**src/rtl/calc_pkg.sv**
```systemverilog
// Shared types and helpers for the sign-magnitude calculator datapath:
// FSM states, op codes, operand widths and sign-magnitude conversion.
package calc_pkg;

    localparam int MAG_W = 3;
    localparam int SM_W  = 4;
    localparam int RES_W = 8;
    localparam int TC_W  = MAG_W + 2;

    typedef enum logic [1:0] {
        IDLE = 2'd0,
        EXEC = 2'd1,
        DONE = 2'd2
    } state_t;

    localparam logic [1:0] OP_NONE = 2'b00;
    localparam logic [1:0] OP_ADD  = 2'b01;
    localparam logic [1:0] OP_SUB  = 2'b10;
    localparam logic [1:0] OP_ERR  = 2'b11;

    // Negative zero collapses to plain zero so downstream stages see one encoding.
    function automatic logic [SM_W-1:0] normalize_sm(input logic [SM_W-1:0] sm);
        return (sm[MAG_W-1:0] == '0) ? '0 : sm;
    endfunction

    function automatic logic signed [TC_W-1:0] sm_to_tc(input logic [SM_W-1:0] sm);
        logic signed [TC_W-1:0] mag;
        mag = {2'b00, sm[MAG_W-1:0]};
        return sm[MAG_W] ? -mag : mag;
    endfunction

endpackage

```
**src/rtl/calc_debounce.sv**
```systemverilog
// Two-flop synchronizer plus per-bit stability counter; a bit only changes
// after DEB_CYCLES consecutive synchronized samples disagree with it.
module calc_debounce #(
    parameter int DEB_CYCLES = 16,
    parameter int WIDTH      = 1
) (
    input  logic             clk,
    input  logic             ar,
    input  logic [WIDTH-1:0] raw,
    output logic [WIDTH-1:0] deb
);

    localparam int CNT_W = $clog2(DEB_CYCLES + 1);
    localparam logic [CNT_W-1:0] CNT_LAST = CNT_W'(DEB_CYCLES - 1);

    logic [WIDTH-1:0] sync1;
    logic [WIDTH-1:0] sync2;

    always_ff @(posedge clk or negedge ar) begin
        if (!ar) begin
            sync1 <= '0;
            sync2 <= '0;
        end else begin
            sync1 <= raw;
            sync2 <= sync1;
        end
    end

    for (genvar i = 0; i < WIDTH; i++) begin : g_bit
        logic [CNT_W-1:0] cnt;
        logic             deb_q;

        // Any sample that agrees with the current value restarts the stability window.
        always_ff @(posedge clk or negedge ar) begin
            if (!ar) begin
                cnt   <= '0;
                deb_q <= 1'b0;
            end else if (sync2[i] == deb_q) begin
                cnt <= '0;
            end else if (cnt == CNT_LAST) begin
                deb_q <= sync2[i];
                cnt   <= '0;
            end else begin
                cnt <= cnt + CNT_W'(1);
            end
        end

        assign deb[i] = deb_q;
    end

endmodule

```
**src/rtl/calc_operand_seq.sv**
```systemverilog
// Operand-entry stage: debounces switches, captures operands on a go press,
// computes the signed result in a one-cycle EXEC state and holds it.
module calc_operand_seq
    import calc_pkg::*;
#(
    parameter int DEB_CYCLES = 16
) (
    input  logic             clk,
    input  logic             ar,
    input  logic             aInd_in,
    input  logic [MAG_W-1:0] a_in,
    input  logic             bInd_in,
    input  logic [MAG_W-1:0] b_in,
    input  logic             switchAdd,
    input  logic             switchSub,
    input  logic             go,
    output logic [SM_W-1:0]  a_sm,
    output logic [SM_W-1:0]  b_sm,
    output logic [RES_W-1:0] result,
    output logic             res_valid,
    output logic             busy,
    output logic             op_err
);

    localparam int RAW_W = 2 * SM_W + 3;

    logic [RAW_W-1:0] raw_bus;
    logic [RAW_W-1:0] deb_bus;
    logic [SM_W-1:0]  a_deb;
    logic [SM_W-1:0]  b_deb;
    logic [1:0]       op_deb;
    logic             go_deb;
    logic             go_prev;
    logic             go_rise;

    assign raw_bus = {go, switchSub, switchAdd, bInd_in, b_in, aInd_in, a_in};

    calc_debounce #(
        .DEB_CYCLES(DEB_CYCLES),
        .WIDTH     (RAW_W)
    ) u_debounce (
        .clk(clk),
        .ar (ar),
        .raw(raw_bus),
        .deb(deb_bus)
    );

    assign a_deb  = deb_bus[SM_W-1:0];
    assign b_deb  = deb_bus[2*SM_W-1:SM_W];
    assign op_deb = deb_bus[2*SM_W+1:2*SM_W];
    assign go_deb = deb_bus[2*SM_W+2];

    always_ff @(posedge clk or negedge ar) begin
        if (!ar) begin
            go_prev <= 1'b0;
        end else begin
            go_prev <= go_deb;
        end
    end

    assign go_rise = go_deb & ~go_prev;

    state_t state;
    state_t state_next;
    logic   capture;
    logic   execute;

    always_ff @(posedge clk or negedge ar) begin
        if (!ar) begin
            state <= IDLE;
        end else begin
            state <= state_next;
        end
    end

    always_comb begin
        state_next = state;
        capture    = 1'b0;
        execute    = 1'b0;
        unique case (state)
            IDLE, DONE: begin
                if (go_rise) begin
                    capture    = 1'b1;
                    state_next = EXEC;
                end
            end
            EXEC: begin
                execute    = 1'b1;
                state_next = DONE;
            end
            default: state_next = IDLE;
        endcase
    end

    assign busy = (state == EXEC);

    logic [1:0]             op_q;
    logic signed [TC_W-1:0] a_tc;
    logic signed [TC_W-1:0] b_tc;
    logic signed [TC_W-1:0] sum;
    logic [RES_W-1:0]       exec_result;
    logic                   exec_err;

    // Operands span -7..+7, so a 5-bit sum never overflows before sign extension.
    always_comb begin
        a_tc     = sm_to_tc(a_sm);
        b_tc     = sm_to_tc(b_sm);
        sum      = '0;
        exec_err = 1'b0;
        unique case (op_q)
            OP_ADD:  sum = a_tc + b_tc;
            OP_SUB:  sum = a_tc - b_tc;
            OP_ERR:  exec_err = 1'b1;
            default: sum = '0;
        endcase
        exec_result = {{(RES_W-TC_W){sum[TC_W-1]}}, sum};
    end

    always_ff @(posedge clk or negedge ar) begin
        if (!ar) begin
            a_sm      <= '0;
            b_sm      <= '0;
            op_q      <= OP_NONE;
            result    <= '0;
            op_err    <= 1'b0;
            res_valid <= 1'b0;
        end else begin
            if (capture) begin
                a_sm <= normalize_sm(a_deb);
                b_sm <= normalize_sm(b_deb);
                op_q <= op_deb;
            end
            if (execute) begin
                result    <= exec_result;
                op_err    <= exec_err;
                res_valid <= 1'b1;
            end
        end
    end

endmodule

```
**config.mk**
```make
export PLATFORM = sky130hd
export DESIGN_NAME = calc_operand_seq
export DESIGN_NICKNAME = d
export VERILOG_FILES = /design/src/rtl/calc_pkg.sv /design/src/rtl/calc_debounce.sv /design/src/rtl/calc_operand_seq.sv
export SDC_FILE = /design/constraint.sdc
export NUM_CORES = 1
export LEC_CHECK = 0
export ABC_AREA = 1
export BUFFER_PORTS_ARGS = -buffer_cell sky130_fd_sc_hd__clkbuf_2
export CAP_MARGIN = 20
export CORE_MARGIN = 4
export CORE_UTILIZATION = 55
export CTS_BUF_LIST = sky130_fd_sc_hd__clkbuf_4 sky130_fd_sc_hd__clkbuf_8
export CTS_CLUSTER_DIAMETER = 80
export DETAILED_ROUTE_END_ITERATION = 6
export PLACE_DENSITY = 0.79
export RECOVER_POWER = 50
export REMOVE_ABC_BUFFERS = 1
export SLEW_MARGIN = 20
export SYNTH_ARGS = -nofsm -noshare
export SYNTH_HDL_FRONTEND = slang
export SYNTH_HIERARCHICAL = 1
export SYNTH_SLANG_ARGS = --single-unit
```
**constraint.sdc**
```tcl
create_clock -name clk -period 2.73 [get_ports clk]
set_clock_uncertainty 0.15 [all_clocks]
set_input_delay 0.546 -clock clk [delete_from_list [all_inputs] [get_ports clk]]
set_output_delay 0.546 -clock clk [all_outputs]
set_load 0.02 [all_outputs]
```
==> results.sh <==
export IMPL_status="finished, final reports clean"
export IMPL_fin_crit_ns=2.54
export IMPL_num_vias=3487
export IMPL_start_util_pct=57.7
export IMPL_drc=0
export IMPL_place_inst=669
export IMPL_clk_latency_ns=0.37
export IMPL_final_cell_mix="nand2_1, dfrtp_1, nor2_1"
export IMPL_die_h_um=102
export IMPL_cts_sinks=108
export IMPL_dp_hpwl_um=6170
export IMPL_final_antenna_net_count=0
export IMPL_min_path_type="in -> reg"
export IMPL_antenna_found_initial=0
export IMPL_hold_path_end="u_debounce/sync1[3]"
export IMPL_grt_pass1_wl_um=14600
export IMPL_diodes=0
export IMPL_finalHoldViolations=0
export IMPL_area_growth_pct=9.31
export IMPL_synthArstFlopShare_pct=100
export IMPL_fmax_ghz=0.393
export IMPL_coreArea_mm2=0.00838
export IMPL_critical_path_arrival_ns=2.65
export IMPL_maxSlewHeadroom_pct=46.8
export IMPL_cp_end_kind="register"
export IMPL_cts_clk_slew_worst_paths_ns=0.10
export IMPL_post_synth_num_cell_types=25
export IMPL_dr_pass1_iters=4
export IMPL_grt_pass1_vias=3586
export IMPL_io_buffers=31
export IMPL_worstMarginPinSlew_ns=0.798
export IMPL_cts_tree="built"
export IMPL_dieArea_mm2=0.0104
export IMPL_required_ns=2.84
export IMPL_num_rows=33
export IMPL_pwr_density_cell_mw_per_mm2=532
export IMPL_netlist_area_mm2=0.00484
export IMPL_setup_violations=0
export IMPL_hold_ws_ns=0.120
export IMPL_crit_fanout=3
export IMPL_drive_gt1_share_pct=10.8
export IMPL_rr_worst_depth=18
export IMPL_grt_max_degree=58
export IMPL_grtUsageTotal_pct=17.9
export IMPL_rr_endpoint="result[4]"
export IMPL_synth_edf_count=0
export IMPL_drt_wl_total_um=8330
export IMPL_rsz0062_at_grt="true"
export IMPL_rr_startpoint="b_sm[0]"
export IMPL_clockBufferDepth=2
export IMPL_syn_inst=544
export IMPL_maxSlewViolCount=0
export IMPL_peakVddDrop_mv=0.401
export IMPL_grt_overflow=0
export IMPL_leakage_nw=2.78
export IMPL_worstSetupPathType="reg -> reg"
export IMPL_cp_start_kind="register"
export IMPL_drt_iter0_markers=59
export IMPL_reg2reg_slack_ns=0.19
export IMPL_finalCritPeriodShare_pct=93.1
export IMPL_cts_buffers=9
export IMPL_drv_cap=0
export IMPL_ys_ff_latch=108
export IMPL_syn_area_per_cell_um2=8.89
export IMPL_gp_congestion=0.809
export IMPL_h_tree_depth=3
export IMPL_min_from="aInd_in"
export IMPL_instances_no_fill=686
export IMPL_nNetsFinal=612
export IMPL_avgViaCountPerCell=5.08
export IMPL_root_buffer="clkbuf_8"
export IMPL_fillCellCount=704
export IMPL_die_w_um=102
export IMPL_io_pins=32
export IMPL_final_common_cell="nand2_1"
export IMPL_hold_path_depth=1
export IMPL_yosys_warnings=6
export IMPL_ys_flop_type="dfrtp_1"
export IMPL_wire_per_inst_um=12.1
export IMPL_ys_seq_area_share_pct=55.9
## report_power, final
group / leakage (nW) / internal, W / switching, W
combinational: 1.26 / 0.0000583 / 0.0000878
clock: 0.0961 / 0.000435 / 0.000525
sequential: 1.43 / 0.00166 / 0.0000517
## routing by layer
metal	up-vias	track usage [%]	part of all wire (%)
li1	1756	-	-
met1	1666	18.3	42
met2	49	33.2	51
met3	16	6.54	5.0
met4	0	6.13	1.8
met5	-	0	0
## metrics by stage
step | worst slack (ns) | util, % | total power, W | cell area [um^2] | setup TNS, ns
2_1_floorplan | 0.0372 | - | 0.00181 | 4720 | 0
3_3_place_gp | 0.188 | 60.4 | 0.00188 | 5060 | 0
3_5_place_dp | 0.0219 | 60.4 | 0.00189 | 5060 | 0
4_1_cts | 0.00781 | 62.8 | 0.00286 | 5270 | 0
5_1_grt | -0.0195 | 63.1 | 0.00294 | 5290 | -0.0232
6_report | 0.187 | 63.1 | 0.00281 | 5290 | 0
## worst max-delay path by stage
stage / startpoint / endpoint / slack (ns)
CTS: b_sm[1] / result[4] / 0.008
global route: b_sm[0] / result[4] / -0.02
global placement: b_sm[1] / result[4] / 0.19
detailed placement: b_sm[1] / result[4] / 0.02
finish: b_sm[0] / result[4] / 0.19
floorplan: b_sm[0] / result[4] / 0.04
## registers in the layout (all words and copies together) (netlist names)
name / flops
state: 2
op_q: 2
u_debounce/sync1: 11
res_valid: 1
op_err: 1
u_debounce/g_bit.cnt: 55
b_sm: 4
result: 5
u_debounce/g_bit.deb_q: 11
u_debounce/sync2: 11
go_prev: 1
a_sm: 4
## synthesized netlist by cell type, types with 2 or more instances
| cell type | count | area, um^2 |
|---|---|---|
| nand4_1 | 22 | 138 |
| nor2_4 | 2 | 22.5 |
| inv_1 | 70 | 263 |
| xor2_1 | 2 | 17.5 |
| dfrtp_1 | 108 | 2700 |
| o21ai_0 | 16 | 80.1 |
| nand3_1 | 28 | 140 |
| o311ai_0 | 2 | 17.5 |
| buf_4 | 14 | 105 |
| nor2_1 | 95 | 357 |
| xnor2_1 | 12 | 105 |
| ha_1 | 22 | 275 |
| nand2_1 | 139 | 522 |
## worst max-delay path, cell delays in order, from the launching register on
cell and delay [ns]:
dfrtp_1 0.36, inv_1 0.06, ha_1 0.19, ha_1 0.27, nand2_1 0.08, o21ai_2 0.07, o21ai_1 0.19, xor2_1 0.15
inv_1 0.08, ha_4 0.28, nand2_1 0.07, nand2_1 0.08, nor2_2 0.05, nand2_1 0.07, inv_1 0.04, nor2_1 0.08
nand2_1 0.05, nand3_1 0.06, nand2_1 0.05
## logic make-up after synthesis
logic type | synth area share, %
AO/OA/AOI/OAI | 2.87
XOR/XNOR | 2.54
adder cells (fa/ha/maj) | 6.11
buffers and inverters | 7.87
flip-flops | 55.9
multiplexers | 0.233
AND/OR/NAND/NOR | 24.5
## layout make-up
class	instances	area [um^2]	area share, %
clock buffers	10	131	2.49
clock inverters	6	63.8	1.21
inverters	71	267	5.04
multi-input cells	349	1780	33.6
flip-flops and latches	108	2700	51.1
well taps	105	131	2.49
repair buffers	37	214	4.05
## repair_timing
| item | in CTS | in global routing |
|---|---|---|
| hold buffers | 1 | 0 |
| endpoints found under the hold margin | 30 | 0 |
| gates resized for setup | 0 | 8 |
| buffers inserted | 0 | 0 |
| pin swaps | 1 | 4 |
| cloned | 0 | 0 |
| endpoints found under the setup margin | 1 | 2 |
No activity file was read; power rests on OpenSTA's default activity.
